**src/rtl/fir_stream_ctrl_if.sv**
```systemverilog
// Handshake bundle for fir_stream_ctrl: upstream samples, filter strobe/result, downstream results.
// master is the controller side, slave is the surrounding environment.
interface fir_stream_ctrl_if #(
    parameter int unsigned INPUT_WIDTH  = 8,
    parameter int unsigned RESULT_WIDTH = 18
);
    logic [INPUT_WIDTH-1:0]  s_data;
    logic                    s_valid;
    logic                    s_ready;
    logic [INPUT_WIDTH-1:0]  fir_data;
    logic                    fir_flag;
    logic                    fir_done;
    logic [RESULT_WIDTH-1:0] fir_result;
    logic [RESULT_WIDTH-1:0] m_data;
    logic                    m_valid;
    logic                    m_ready;

    modport master (
        input  s_data, s_valid, fir_done, fir_result, m_ready,
        output s_ready, fir_data, fir_flag, m_data, m_valid
    );

    modport slave (
        output s_data, s_valid, fir_done, fir_result, m_ready,
        input  s_ready, fir_data, fir_flag, m_data, m_valid
    );
endinterface

```
**src/rtl/fir_stream_ctrl.sv**
```systemverilog
// Sample FIFO feeding an external FIR engine one sample at a time, with result hold,
// downstream handshake and a sticky timeout flag for an unresponsive filter.
module fir_stream_ctrl #(
    parameter int unsigned INPUT_WIDTH  = 8,
    parameter int unsigned RESULT_WIDTH = 18,
    parameter int unsigned FIFO_DEPTH   = 4,
    parameter int unsigned TIMEOUT      = 16
) (
    input  logic                clk,
    input  logic                rst,
    fir_stream_ctrl_if.master   bus,
    output logic                busy,
    output logic                timeout_err
);
    localparam int unsigned PTR_W  = (FIFO_DEPTH > 1) ? $clog2(FIFO_DEPTH) : 1;
    localparam int unsigned CNT_W  = $clog2(FIFO_DEPTH + 1);
    localparam int unsigned WAIT_W = $clog2(TIMEOUT + 1);

    typedef enum logic [2:0] {IDLE, ISSUE, WAIT_LOW, WAIT_DONE, HOLD} state_t;

    state_t                 state;
    logic [INPUT_WIDTH-1:0] mem [FIFO_DEPTH];
    logic [PTR_W-1:0]       wr_ptr;
    logic [PTR_W-1:0]       rd_ptr;
    logic [CNT_W-1:0]       count;
    logic [CNT_W-1:0]       count_next;
    logic [WAIT_W-1:0]      wait_cnt;
    logic                   push;
    logic                   pop;
    logic                   wait_expired;

    // The head is popped on the ISSUE cycle, after fir_data has already latched it.
    assign push         = bus.s_valid && bus.s_ready;
    assign pop          = (state == ISSUE);
    assign count_next   = count + CNT_W'(push) - CNT_W'(pop);
    assign wait_expired = (wait_cnt == WAIT_W'(TIMEOUT - 1));

    always_ff @(posedge clk) begin
        if (push) begin
            mem[wr_ptr] <= bus.s_data;
        end
    end

    always_ff @(posedge clk) begin
        if (rst) begin
            state        <= IDLE;
            wr_ptr       <= '0;
            rd_ptr       <= '0;
            count        <= '0;
            bus.s_ready  <= 1'b1;
            bus.fir_flag <= 1'b0;
            bus.fir_data <= '0;
            bus.m_data   <= '0;
            bus.m_valid  <= 1'b0;
            busy         <= 1'b0;
            timeout_err  <= 1'b0;
            wait_cnt     <= '0;
        end else begin
            if (push) begin
                wr_ptr <= wr_ptr + PTR_W'(1);
            end
            if (pop) begin
                rd_ptr <= rd_ptr + PTR_W'(1);
            end
            count        <= count_next;
            bus.s_ready  <= (count_next != CNT_W'(FIFO_DEPTH));
            bus.fir_flag <= 1'b0;

            case (state)
                IDLE: begin
                    if ((count != '0) && bus.fir_done && (!bus.m_valid || bus.m_ready)) begin
                        state        <= ISSUE;
                        bus.fir_flag <= 1'b1;
                        bus.fir_data <= mem[rd_ptr];
                        bus.m_valid  <= 1'b0;
                        busy         <= 1'b1;
                    end
                end
                ISSUE: begin
                    state    <= WAIT_LOW;
                    wait_cnt <= '0;
                end
                WAIT_LOW: begin
                    if (!bus.fir_done) begin
                        state    <= WAIT_DONE;
                        wait_cnt <= '0;
                    end else if (wait_expired) begin
                        state       <= IDLE;
                        timeout_err <= 1'b1;
                        busy        <= 1'b0;
                    end else begin
                        wait_cnt <= wait_cnt + WAIT_W'(1);
                    end
                end
                WAIT_DONE: begin
                    if (bus.fir_done) begin
                        state       <= HOLD;
                        bus.m_data  <= bus.fir_result;
                        bus.m_valid <= 1'b1;
                    end else if (wait_expired) begin
                        state       <= IDLE;
                        timeout_err <= 1'b1;
                        busy        <= 1'b0;
                    end else begin
                        wait_cnt <= wait_cnt + WAIT_W'(1);
                    end
                end
                HOLD: begin
                    if (bus.m_valid && bus.m_ready) begin
                        state       <= IDLE;
                        bus.m_valid <= 1'b0;
                        busy        <= 1'b0;
                    end
                end
                default: begin
                    state <= IDLE;
                    busy  <= 1'b0;
                end
            endcase
        end
    end
endmodule

```
**src/flat_wrapper.sv**
```systemverilog
// flat-port wrapper written by rule: the top's interface ports become plain ports
module fir_stream_ctrl_flat 
#(
    parameter int unsigned INPUT_WIDTH  = 8,
    parameter int unsigned RESULT_WIDTH = 18,
    parameter int unsigned FIFO_DEPTH   = 4,
    parameter int unsigned TIMEOUT      = 16
)
  (clk, rst, busy, timeout_err, bus_s_data, bus_s_valid, bus_fir_done, bus_fir_result, bus_m_ready, bus_s_ready, bus_fir_data, bus_fir_flag, bus_m_data, bus_m_valid);
  fir_stream_ctrl_if #(.INPUT_WIDTH(INPUT_WIDTH), .RESULT_WIDTH(RESULT_WIDTH)) bus_i ();
  input  logic clk;
  input  logic rst;
  output logic busy;
  output logic timeout_err;
  input wire logic [$bits(bus_i.s_data)-1:0] bus_s_data;
  input wire logic [$bits(bus_i.s_valid)-1:0] bus_s_valid;
  input wire logic [$bits(bus_i.fir_done)-1:0] bus_fir_done;
  input wire logic [$bits(bus_i.fir_result)-1:0] bus_fir_result;
  input wire logic [$bits(bus_i.m_ready)-1:0] bus_m_ready;
  output wire logic [$bits(bus_i.s_ready)-1:0] bus_s_ready;
  output wire logic [$bits(bus_i.fir_data)-1:0] bus_fir_data;
  output wire logic [$bits(bus_i.fir_flag)-1:0] bus_fir_flag;
  output wire logic [$bits(bus_i.m_data)-1:0] bus_m_data;
  output wire logic [$bits(bus_i.m_valid)-1:0] bus_m_valid;
  assign bus_i.s_data = bus_s_data;
  assign bus_i.s_valid = bus_s_valid;
  assign bus_i.fir_done = bus_fir_done;
  assign bus_i.fir_result = bus_fir_result;
  assign bus_i.m_ready = bus_m_ready;
  assign bus_s_ready = bus_i.s_ready;
  assign bus_fir_data = bus_i.fir_data;
  assign bus_fir_flag = bus_i.fir_flag;
  assign bus_m_data = bus_i.m_data;
  assign bus_m_valid = bus_i.m_valid;
  fir_stream_ctrl #(.INPUT_WIDTH(INPUT_WIDTH), .RESULT_WIDTH(RESULT_WIDTH), .FIFO_DEPTH(FIFO_DEPTH), .TIMEOUT(TIMEOUT)) u_core (.clk(clk), .rst(rst), .bus(bus_i), .busy(busy), .timeout_err(timeout_err));
endmodule
```
**config.mk**
```make
export PLATFORM = sky130hd
export DESIGN_NAME = fir_stream_ctrl_flat
export DESIGN_NICKNAME = d
export VERILOG_FILES = /design/src/rtl/fir_stream_ctrl_if.sv /design/src/rtl/fir_stream_ctrl.sv /design/src/flat_wrapper.sv
export SDC_FILE = /design/constraint.sdc
export NUM_CORES = 1
export LEC_CHECK = 0
export CAP_MARGIN = 20
export CORE_MARGIN = 10
export CORE_UTILIZATION = 51
export DETAILED_ROUTE_END_ITERATION = 16
export PLACE_DENSITY = 0.77
export SLEW_MARGIN = 20
export SYNTH_ARGS = -nofsm -noshare
export SYNTH_HDL_FRONTEND = slang
export SYNTH_SLANG_ARGS = --single-unit
```
**constraint.sdc**
```tcl
create_clock -name clk -period 2.5 [get_ports clk]
set_input_delay 0.25 -clock clk [delete_from_list [all_inputs] [get_ports clk]]
set_output_delay 0.25 -clock clk [all_outputs]
set_load 0.05 [all_outputs]
```
# Yosys cells after proc, flatten, opt, wreduce, memory -nomap -nowiden

Memories as Yosys holds them, arrays and structs flattened. A register that Yosys moved wholly into a read port is not among the register bits.
Cells that the tools add are included.

Bits in registers: 38
Memory bits (writable): 32
Memories: 1
Logic and storage cells: 75
Input bits: 31

Reduce and logical (&&, ||, !) cells: 19
Muxes and demuxes: 26
Bitwise gates (word level): 2
Add/subtract/negate cells: 5
Eq/ne operators: 11

Memory list:

| name       | depth | width | read ports | clocked after Yosys merged registers in | wr ports | line                  | text |
|---|---|---|---|---|---|---|---|
| u_core.mem | 4     | 8     | 1          | 1                                       | 1        | fir_stream_ctrl.sv:22 | `logic [INPUT_WIDTH-1:0] mem [FIFO_DEPTH];` |

Operators with widths:

| cell                                                | number |
|---|---|
| two-way mux 3 bit                                   | 5 |
| two-way mux 5 bit                                   | 3 |
| one-hot mux 3 bit (5 select lines)                  | 1 |
| one-hot mux 5 bit (3 select lines)                  | 1 |
| two-way mux 1 bit                                   | 13 |
| nonzero test 3 bit                                  | 3 |
| AND reduction 2 bit                                 | 4 |
| equality test 3 x 2 -> 1 bit, second input constant | 2 |
| != test 2 bit, second input constant                | 3 |
| adder 5 x 1 -> 5 bit, second input constant         | 1 |
| equality test 5 x 4 -> 1 bit, second input constant | 1 |
| one-hot mux 1 bit (5 select lines)                  | 1 |
| AND reduction 5 bit                                 | 1 |
| adder 2 x 1 -> 2 bit, second input constant         | 2 |
| logical AND 1 bit                                   | 4 |
| != test 2 x 1 -> 1 bit, second input constant       | 2 |
| AND reduction 4 bit                                 | 1 |
| adder 3 x 1 -> 3 bit                                | 1 |
| equality test 3 x 1 -> 1 bit, second input constant | 1 |
| equality test 3 bit, second input constant          | 1 |
| logical NOT 3 bit                                   | 1 |
| != test 3 bit, second input constant                | 1 |
| one-hot mux 1 bit (3 select lines)                  | 1 |
| AND reduction 3 bit                                 | 1 |
| 7 further kinds                                     | 8 |

# Logic depth before layout (Yosys ltp)

Depth in word-level cells: 5
Gate-level depth with buffers: 9

# Worst setup path after synthesis

OpenSTA, ideal clock, no wires.

Path type: flip-flop to flip-flop
From: register u_core.state[0]
To: register u_core.bus.s_ready
Library setup time: 0.117 ns
Slack: 0.520 ns
Arrival time: 1.864 ns
Buffers on the path: 1
Cell stages (with the launch flop): 10
Path through: dfxtp_1 clkbuf_8 nor3b_2 xor2_1 ha_1 fa_1 xnor2_1 xnor2_1 nor2_1 nand2_1

Cells in the longest elaborated chain, start to end: 3

Ends and longest elaborated chain:

| item                         | line                     | text |
|---|---|---|
| start: declaration           | fir_stream_ctrl.sv:21    | `state_t state;` |
| start signal: assignment     | fir_stream_ctrl.sv:46    | `state <= IDLE;` |
| start signal: assignment     | fir_stream_ctrl.sv:72    | `state <= ISSUE;` |
| start signal: assignment     | fir_stream_ctrl.sv:80    | `state <= WAIT_LOW;` |
| equality test 3 x 1 -> 1 bit | fir_stream_ctrl.sv:34    | `assign pop = (state == ISSUE);` |
| subtractor 3 x 1 -> 3 bit    | fir_stream_ctrl.sv:35    | `assign count_next = count + CNT_W'(push) - CNT_W'(pop);` |
| != test 3 bit                | fir_stream_ctrl.sv:66    | `bus.s_ready <= (count_next != CNT_W'(FIFO_DEPTH));` |
| end signal: assignment       | fir_stream_ctrl.sv:66    |  |
| end: declaration             | fir_stream_ctrl_if.sv:20 | `output s_ready, fir_data, fir_flag, m_data, m_valid` |

No other way between the ends.
A chain may end at the register's enable or synchronous reset.

# Worst setup path in the final report

From: register u_core.state[1]
To: register u_core.bus.s_ready

The elaborated chain is that of the path after synthesis.

==> qor.yml <==
status: "finished, final reports clean"
cts-hold-fix-buffers: 0
numCtsBuffers: 9
clock_tree.buffer_depth: 2
cp.arrival_ns: 2.26
grt_first_pass_wirelength_mm: 10.7
critPathLaunchType: "register"
setup.worst_path.start: "u_core.state[1]"
irDropWorstVdd_v: 0.000697
start_util_pct: 53.4
clock_tree.htree_level_count: 3
leakage_nw: 1.46
grt_antenna_before_repair: 0
post_route_clock_skew_ns: 0.0101
crit_path_end: "u_core.bus.s_ready"
slew_headroom_pct: 54.6
rr_startpoint: "u_core.state[1]"
achievable-frequency_mhz: 495
detail-route-antenna-nets: 0
worstSetupPathType: "reg2reg"
cts_setup_buffers: 0
hold_path_class: "in2reg"
drt-pass1-iter-count: 4
routed_wire_length_per_instance_um: 15.9
cts.clk_slew.worst_paths_ns: 0.08
timing.final.hold_violations: 0
vias: 2144
crit_top_cell: "xnor2_1"
num_io_pins: 62
floorplan.rows: 28
synth_top_flop_cell: "dfxtp_1"
cp_slowest_stage_delay_ns: 0.60
hp-start: "bus_fir_result[16]"
cp_max_fo: 12
synth.ff_latch_count: 78
cp_num_cells: 8
utilization_pct: 68.0
crit_path_cell_trace: "nor3b_2 -> xor2_1 -> ha_1 -> fa_1 -> xnor2_1 -> xnor2_1 -> nor2_1 -> nand2_1"
number_of_sinks_driven_by_the_clock_tree: 78
worstSetupEndpointType: "register"
root_buffer: "clkbuf_8"
cts_tree: "built"
area.growth.synth_to_final_pct: 27.3
cell_class_contributing_the_biggest_share_of_worst_path_delay: "flip-flops"
netlist_area_um2: 3200
route.detailed.drc: 0
power-per-cell-area_nw_per_um2: 938
grt_setup_unrepaired: "no"
tns_ns: 0
gp_congestion: 0.708
synth_cells: 270
die_ar_um2: 9840
hold-path-cell-count: 3
hpwl_mm: 4.60
fin_crit_sh_pct: 80.8
timing_worst_slew_pin_value_ns: 0.679
post_synth.cell_area_avg_um2: 11.8
layout-drive-gt1-share_pct: 12.2
required_ns: 2.74
number_of_max_slew_violations_in_the_final_report: 0
yosys.cell_types.count: 43
detail_route.iter0.violations: 110
synth_enable_flop_cells: 32
totalWireLength_mm: 6.55
portBuffers: 61
reg2reg_depth: 8
final-setup-viol-count: 0
die-height_um: 99.2
antenna_cells: 0
first_global_vias: 2164
postCtsResizedCells: 0
reg2reg_setup_slack_ns: 0.48
vias_per_std_cell: 5.20
design.final.nets: 370
fill_cells: 453
r2r-end: "u_core.bus.s_ready"
globalRouteOverflowTotal: 0
critical_path_buf_inv_count: 0
post-route-min-period_ns: 2.02
synth-async-reset-ratio_pct: 0
synthesis.nets: 308
design.core.area_um2: 5990
synth.yosys.warnings: 0
sequential_cell_area_fraction_in_the_yosys_report_pct: 58.8
die_width_um: 99.2
crit_slowest_cell: "dfxtp_1"
global_route.usage.total_pct: 13.5
pin_count_of_the_biggest_net_entering_global_routing: 47
drv.max_cap_violation_count: 0
clk-insertion-delay-late_ns: 0.35
## through the flow
stage,std cells,setup WS [ns],instance area (µm²),hold WS [ns],total power [mW]
floorplan,270,0.520,3200,0.349,2.43
global placement,396,0.490,3830,0.432,2.69
detailed placement,396,0.408,3830,0.447,2.72
CTS,412,0.479,4070,0.431,3.85
global route,412,0.292,4070,0.447,4.01
finish,412,0.480,4070,0.441,3.82
## cell usage in the layout, fill, tap and decap left out, types with 2 or more instances in the layout
master           synthesis  routed
clkdlybuf4s50_1          0      61
inv_6                    0       2
nor2_1                  19      19
mux2i_1                  9       9
a211o_2                  2       2
edfxtp_1                32      32
inv_1                    5       5
a21oi_1                 27      27
nor2_2                   2       2
nor2b_1                  3       3
xor2_1                   2       2
mux4_2                   8       8
or2_2                    2       2
bufinv_16                0       3
nand2_1                 43      43
nor3_1                   4       4
xnor2_1                  6       6
buf_4                    3       4
dfxtp_1                 46      46
nor3_2                   2       2
and3_1                   4       4
clkbuf_8                 2       9
ha_1                     6       6
o21ai_0                  8       8
nand2b_1                 5       5
nand3_1                  4       4
## worst min path at each step
| stage | end | slack [ns] |
|---|---|---|
| 2_1_floorplan | u_core.mem[0][0] | 0.35 |
| 3_3_place_gp | u_core.wait_cnt[4] | 0.43 |
| 3_5_place_dp | u_core.bus.m_data[16] | 0.45 |
| 4_1_cts | u_core.bus.m_data[13] | 0.43 |
| 5_1_grt | u_core.bus.m_data[8] | 0.45 |
| 6_report | u_core.bus.m_data[16] | 0.44 |
## worst register-to-register path: cells and delay by family, from the launching register on
kind,cells,cell delay [ns]
XOR/XNOR,3,0.46
flip-flops,1,0.60
AND/OR/NAND/NOR,3,0.29
adder cells (fa/ha/maj),2,0.57
## Yosys cell counts (4+ instances only)
library cell	instances	area, µm²
buf_6	5	56.3
nor3_1	4	20.0
edfxtp_1	32	961
mux4_2	8	180
nor2_1	19	71.3
inv_1	5	18.8
o21ai_0	8	40.0
nand2_1	43	161
mux2i_1	9	90.1
a21oi_1	27	135
nand3_1	4	20.0
and3_1	4	25.0
ha_1	6	75.1
nand2b_1	5	31.3
dfxtp_1	46	921
xnor2_1	6	52.6
## power breakdown
group | internal [mW] | switching [mW]
Combinational | 0.470 | 0.585
Clock | 0.668 | 0.461
Sequential | 1.51 | 0.123
Total | 2.65 | 1.17
## logic make-up after synthesis
family	share of synthesized area, %
AOI/OAI and AO/OA	8.06
xor gates and xnor gates	2.19
adders and majority gates	2.97
buffers and inverters	4.54
DFF	58.8
muxes	8.45
and+or+nand+nor	15.0
## registers in the layout (all words and copies together) (netlist names)
signal / cells
u_core.bus.fir_data: 8
u_core.bus.fir_flag: 1
u_core.bus.m_data: 18
u_core.bus.m_valid: 1
u_core.bus.s_ready: 1
u_core.busy: 1
u_core.count: 3
u_core.mem: 32
u_core.rd_ptr: 2
u_core.state: 3
u_core.timeout_err: 1
u_core.wait_cnt: 5
u_core.wr_ptr: 2
## routing by layer
| layer | wire [µm] | GRT usage, % |
|---|---|---|
| met5 | 0 | 0 |
| met4 | 104 | 6.95 |
| met3 | 445 | 4.01 |
| met2 | 3310 | 22.8 |
| met1 | 2690 | 15.1 |
## layout make-up
type / count / area (µm²) / share of cell area [%]
flip-flops and latches: 78 / 1880 / 46.2
multi-input cells: 172 / 1170 / 28.8
repair buffers: 66 / 661 / 16.2
clock buffers: 9 / 124 / 3.04
clock inverters: 7 / 120 / 2.95
well taps: 75 / 93.8 / 2.30
inverters: 5 / 18.8 / 0.461
Power figures use the tool's default switching activity.
